**src/rtl/pipeline_controller_pkg.sv**
```systemverilog
// Shared core definitions: controller state encodings, PC register number, scoreboard slot layouts.
// Pure declarations; no latency or backpressure of its own.
package pipeline_controller_pkg;

  localparam logic [1:0] ST_RUN      = 2'd0;
  localparam logic [1:0] ST_MEM_WAIT = 2'd1;
  localparam logic [1:0] ST_FLUSH    = 2'd2;

  localparam logic [3:0] PC_REG = 4'd15;

  typedef struct packed {
    logic       vld;
    logic [3:0] dest;
    logic       mem_rd;
  } exe_slot_t;

  typedef struct packed {
    logic       vld;
    logic [3:0] dest;
  } mem_slot_t;

  // The PC is produced outside the register file, so it never creates a dependency.
  function automatic logic slot_match(input logic vld, input logic [3:0] dest,
                                      input logic [3:0] src1, input logic [3:0] src2,
                                      input logic two_src);
    return vld && (((dest == src1) && (src1 != PC_REG)) ||
                   (two_src && (dest == src2) && (src2 != PC_REG)));
  endfunction

endpackage

```
**src/rtl/pipeline_controller_hazard_scoreboard.sv**
```systemverilog
// Two-slot (EXE, MEM) destination scoreboard with combinational hazard detect on ID sources.
// Zero-cycle hazard latency; slots hold while advance is low.
module hazard_scoreboard
  import pipeline_controller_pkg::*;
(
  input  logic       clk,
  input  logic       rst,
  input  logic       advance,
  input  logic       kill,
  input  logic       id_wb_en,
  input  logic       id_mem_read,
  input  logic [3:0] id_dest,
  input  logic [3:0] src1,
  input  logic [3:0] src2,
  input  logic       two_src,
  input  logic       fwd_en,
  output logic       hazard
);

  exe_slot_t exe_slot;
  mem_slot_t mem_slot;
  logic      exe_hit;
  logic      mem_hit;

  always_ff @(posedge clk or negedge rst) begin
    if (!rst) begin
      exe_slot <= '0;
      mem_slot <= '0;
    end else if (advance) begin
      mem_slot.vld    <= exe_slot.vld;
      mem_slot.dest   <= exe_slot.dest;
      exe_slot.vld    <= id_wb_en && !kill;
      exe_slot.dest   <= id_dest;
      exe_slot.mem_rd <= id_mem_read;
    end
  end

  assign exe_hit = slot_match(exe_slot.vld, exe_slot.dest, src1, src2, two_src);
  assign mem_hit = slot_match(mem_slot.vld, mem_slot.dest, src1, src2, two_src);

  // With forwarding only a load still in EXE cannot be bypassed in time.
  assign hazard = fwd_en ? (exe_hit && exe_slot.mem_rd) : (exe_hit || mem_hit);

endmodule

```
**src/rtl/pipeline_controller.sv**
```systemverilog
// Pipeline control FSM (RUN/MEM_WAIT/FLUSH): stall, flush and freeze generation plus perf counters.
// Controls are combinational (zero latency); freezeAll > flush > hazard stall.
module pipeline_controller
  import pipeline_controller_pkg::*;
#(
  parameter int CNT_W    = 16,
  parameter int WAIT_MAX = 255
) (
  input  logic             clk,
  input  logic             rst,
  input  logic [3:0]       src1,
  input  logic [3:0]       src2,
  input  logic             hazardTwoSrc,
  input  logic             idWbEn,
  input  logic             idMemRead,
  input  logic [3:0]       idDest,
  input  logic             fwdEn,
  input  logic             branchTaken,
  input  logic             memReq,
  input  logic             memReady,
  output logic             freezeIf,
  output logic             freezeId,
  output logic             bubble,
  output logic             flush,
  output logic             freezeAll,
  output logic [1:0]       state,
  output logic [CNT_W-1:0] stallCnt,
  output logic [CNT_W-1:0] flushCnt,
  output logic             memTimeout
);

  localparam int WC_W = (WAIT_MAX < 2) ? 1 : $clog2(WAIT_MAX + 1);
  localparam logic [WC_W-1:0] WC_MAX = WC_W'(WAIT_MAX);

  logic [1:0]      st_q;
  logic [1:0]      st_d;
  logic [WC_W-1:0] wait_cnt;
  logic            hazard;
  logic            freeze_c;
  logic            flush_c;
  logic            stall_c;

  always_comb begin
    st_d     = st_q;
    freeze_c = 1'b0;
    flush_c  = 1'b0;
    if (rst) begin
      case (st_q)
        ST_MEM_WAIT: begin
          if (memReady) st_d = ST_RUN;
          else          freeze_c = 1'b1;
        end
        default: begin
          if (memReq && !memReady) begin
            freeze_c = 1'b1;
            st_d     = ST_MEM_WAIT;
          end else if (st_q == ST_FLUSH) begin
            flush_c = 1'b1;
            st_d    = ST_RUN;
          end else if (branchTaken) begin
            flush_c = 1'b1;
            st_d    = ST_FLUSH;
          end
        end
      endcase
    end
  end

  assign stall_c   = rst && !freeze_c && !flush_c && hazard;
  assign freezeIf  = stall_c;
  assign freezeId  = stall_c;
  assign bubble    = stall_c;
  assign flush     = flush_c;
  assign freezeAll = freeze_c;
  assign state     = st_q;

  // The cycle being counted is included, so the flag rises on the WAIT_MAX-th frozen cycle.
  assign memTimeout = (st_q == ST_MEM_WAIT) && ((int'(wait_cnt) + 1) >= WAIT_MAX);

  always_ff @(posedge clk or negedge rst) begin
    if (!rst) begin
      st_q     <= ST_RUN;
      wait_cnt <= '0;
      stallCnt <= '0;
      flushCnt <= '0;
    end else begin
      st_q <= st_d;
      if (st_d == ST_MEM_WAIT) begin
        if (wait_cnt != WC_MAX) wait_cnt <= wait_cnt + 1'b1;
      end else begin
        wait_cnt <= '0;
      end
      if (stall_c && (stallCnt != {CNT_W{1'b1}})) stallCnt <= stallCnt + 1'b1;
      if (flush_c && (flushCnt != {CNT_W{1'b1}})) flushCnt <= flushCnt + 1'b1;
    end
  end

  hazard_scoreboard u_sb (
    .clk         (clk),
    .rst         (rst),
    .advance     (!freeze_c),
    .kill        (stall_c || flush_c),
    .id_wb_en    (idWbEn),
    .id_mem_read (idMemRead),
    .id_dest     (idDest),
    .src1        (src1),
    .src2        (src2),
    .two_src     (hazardTwoSrc),
    .fwd_en      (fwdEn),
    .hazard      (hazard)
  );

endmodule
```
**config.mk**
```make
export PLATFORM = sky130hd
export DESIGN_NAME = pipeline_controller
export DESIGN_NICKNAME = d
export VERILOG_FILES = /design/src/rtl/pipeline_controller_pkg.sv /design/src/rtl/pipeline_controller_hazard_scoreboard.sv /design/src/rtl/pipeline_controller.sv
export SDC_FILE = /design/constraint.sdc
export NUM_CORES = 1
export LEC_CHECK = 0
export BUFFER_PORTS_ARGS = -buffer_cell sky130_fd_sc_hd__buf_2
export CORE_ASPECT_RATIO = 0.6
export CORE_UTILIZATION = 55
export CTS_BUF_LIST = sky130_fd_sc_hd__clkbuf_16
export DETAILED_ROUTE_END_ITERATION = 16
export PLACE_DENSITY_LB_ADDON = 0.1
export SETUP_SLACK_MARGIN = 0.4
export SLEW_MARGIN = 25
export SYNTH_ARGS = -nofsm -noshare
export SYNTH_HDL_FRONTEND = slang
export SYNTH_SLANG_ARGS = --single-unit
export TNS_END_PERCENT = 50
```
**constraint.sdc**
```tcl
create_clock -name clk -period 3.91 [get_ports clk]
set_input_delay 0.1955 -clock clk [delete_from_list [all_inputs] [get_ports clk]]
set_output_delay 0.1955 -clock clk [all_outputs]
set_load 0.01 [all_outputs]
```
==> flow_summary.ini <==
[floorplanning]
start_util = 0.572
core_um2 = 5050
die_h_um = 58.2
dieArea_um2 = 5560
fp.dieW_um = 95.6
io_pins = 61
std_cell_rows = 20

[synth]
ys_seq_elements = 53
synth.avg_cell_area_um2 = 10.4
ys_types = 47
netlist_area_um2 = 2890
ys_async_sr_fraction = 1.00
synth-edff-count = 0
yosysWarningCount = 0
synthCells = 279
ys_seq_area_frac = 0.459
syn_nets = 304
synth_flop_cell = dfrtp_1

[layout]
seq_area_um2 = 1330
layout-drive-gt1-share = 0.275
fill_cells = 431
layout_commonest_cell = buf_2
multiInputGateArea_um2 = 1470
syn_to_final_growth_pct = 16.8
nets = 366
most-common-layout-cells = buf_2, dfrtp_1, xnor2_1
diodes = 0

[drt]
met2_length_mm = 2.32
first_pass_iters = 4
top_layer = met4
dr_wl_met3_um = 265
num_vias = 2214
wirelength_mm = 5.91
wire_per_inst_um = 14.5
wl_met1_mm = 3.28
initialDrtViolationCount = 70
drtAntennaViolNets = 0
vias_per_cell = 5.43
post-route-drc-count = 0

[worst_setup_path]
crit_type = flop to primary output
r2r-end = stallCnt[1]
regToRegSetupSlack_ns = 1.71
crit_chain = xnor2_1 > nand4_1 > nor4_1 > nor4_4 > nor3_1 > buf_2
r2r_cells = 6
slowest_stage = nor4_1
arrival_ns = 2.25
worst-path-max-fanout = 17
endpoint_kind = primary output
worstSetupStartpointType = flop
worstPathRequired_ns = 3.71
cpPeakStageDelay_ns = 0.45
reg2reg_from = u_sb.mem_slot[2]

[min_path]
hold_path_class = input port to async pin

[placed_design]
portBuffers = 60
gp_congestion = 0.891
dpl.hpwl_mm = 4.30

[global_routing]
track_usage = 0.226
grt_pass1_wl_mm = 9.52
grt-ovfl-total = 0
antenna_found_initial = 0
grt_max_degree = 60
grt_pass1_vias = 1964

[clock_network]
cts_buffer_depth = 2
ctsResizeCount = 0
tritoncts = done
cts_root_buf = clkbuf_16
cts_hold_buffers = 0
clock_sinks = 53
ctsHtreeMaxLevel = 2
clkTransAtPathRegs_ns = 0.07
post-cts-setup-buffer-count = 0
cts_made_buffers = 5
clk_latency_ns = 0.29

[pwr]
power_mw = 1.36
ir_drop_mv = 0.390
p_leak_nw = 1.64
power_density_nw_per_um2 = 402

[sta]
hold_viol_final = 0
min_period_ns = 2.44
tightest_slew_ns = 0.891
timing.fmax_mhz = 409
clock-skew-final_ns = 0.00623
slew_headroom = 0.402
rsz0062_at_grt = false
fin_crit_sh = 0.625
maxSlewViolCount = 0
setup_tns_ns = 0
setup_viol = 0

[run_status]
status = finished, final reports clean

[flow_run]
max_cap_violations = 0
state kept, by name, summed over array words and instances (netlist names):
signal / flops
flushCnt: 16
u_sb.mem_slot: 5
stallCnt: 16
wait_cnt: 8
state: 2
u_sb.exe_slot: 6
where the power goes:
part           total [mW]  switching (mW)  internal [mW]
clock               0.418           0.186          0.232
sequential          0.669          0.0676          0.602
combinational       0.269           0.150          0.119
worst max-delay path: cells and delay by family, from the launching register on:
kind                      cells  cell delay [ns]
xor gates and xnor gates      1             0.21
and+or+nand+nor               4             1.11
buffers and inverters         1             0.22
DFF                           1             0.42
Yosys cell counts (3+ instances only):
master    count  area share
buf_2         3      0.0052
a21oi_1       7       0.012
xnor2_1      26       0.079
nor2_1       21       0.027
inv_1        13       0.017
dfrtp_1      53        0.46
nand2_1      20       0.026
nand3_1      24       0.042
o21ai_0       4      0.0069
mux2_2       11       0.043
nand4_1      17       0.037
and3_1        7       0.015
nor3_1        8       0.014
xor2_1       21       0.064
a211oi_1      3      0.0078
nor2b_1       3      0.0065
ha_1          4       0.017
cells by family after synthesis:
| logic type | Yosys count | synth area share |
|---|---|---|
| flip-flops | 53 | 0.459 |
| AO/OA/AOI/OAI | 26 | 0.0749 |
| multiplexers | 12 | 0.0481 |
| XOR/XNOR | 47 | 0.142 |
| adder cells (fa/ha/maj) | 4 | 0.0173 |
| AND/OR/NAND/NOR | 118 | 0.227 |
| buffers and inverters | 19 | 0.0312 |
metrics by stage:
| stage | util | setup WS (ns) | hold WS, ns | std cells | instance area, µm² |
|---|---|---|---|---|---|
| global placement | 0.641 | 1.74 | 0.428 | 400 | 3240 |
| CTS | 0.668 | 1.45 | 0.117 | 408 | 3380 |
| floorplan | - | 1.75 | -0.100 | 279 | 2890 |
| detailed placement | 0.641 | 1.71 | 0.429 | 400 | 3240 |
| finish | 0.668 | 1.47 | 0.0851 | 408 | 3380 |
| global route | 0.668 | 1.32 | 0.140 | 408 | 3380 |
cell type report:
class                           instances  area share
Clock buffer                            5      0.0371
Clock inverter                          3     0.00371
Inverter                               13      0.0144
Multi-Input combinational cell        207       0.436
Sequential cell                        53       0.393
Tap cell                               66      0.0245
Timing Repair Buffer                   61      0.0911
worst max-delay path by stage:
stage / from / to / slack (ns) / cells past startpoint
after floorplan: u_sb.exe_slot[1] / freezeId / 1.75 / 6
after global placement: u_sb.mem_slot[2] / stallCnt[1] / 1.74 / 6
after detailed placement: u_sb.mem_slot[2] / stallCnt[1] / 1.71 / 6
after CTS: u_sb.exe_slot[4] / bubble / 1.45 / 6
after global routing: u_sb.exe_slot[0] / freezeIf / 1.32 / 5
final: u_sb.exe_slot[2] / bubble / 1.47 / 6
per-layer routing:
layer,vias up,track usage
met2,52,0.301
met4,0,0.0512
li1,1106,-
met3,5,0.0472
met1,1051,0.368
met5,-,0
Power figures use the tool's default switching activity.
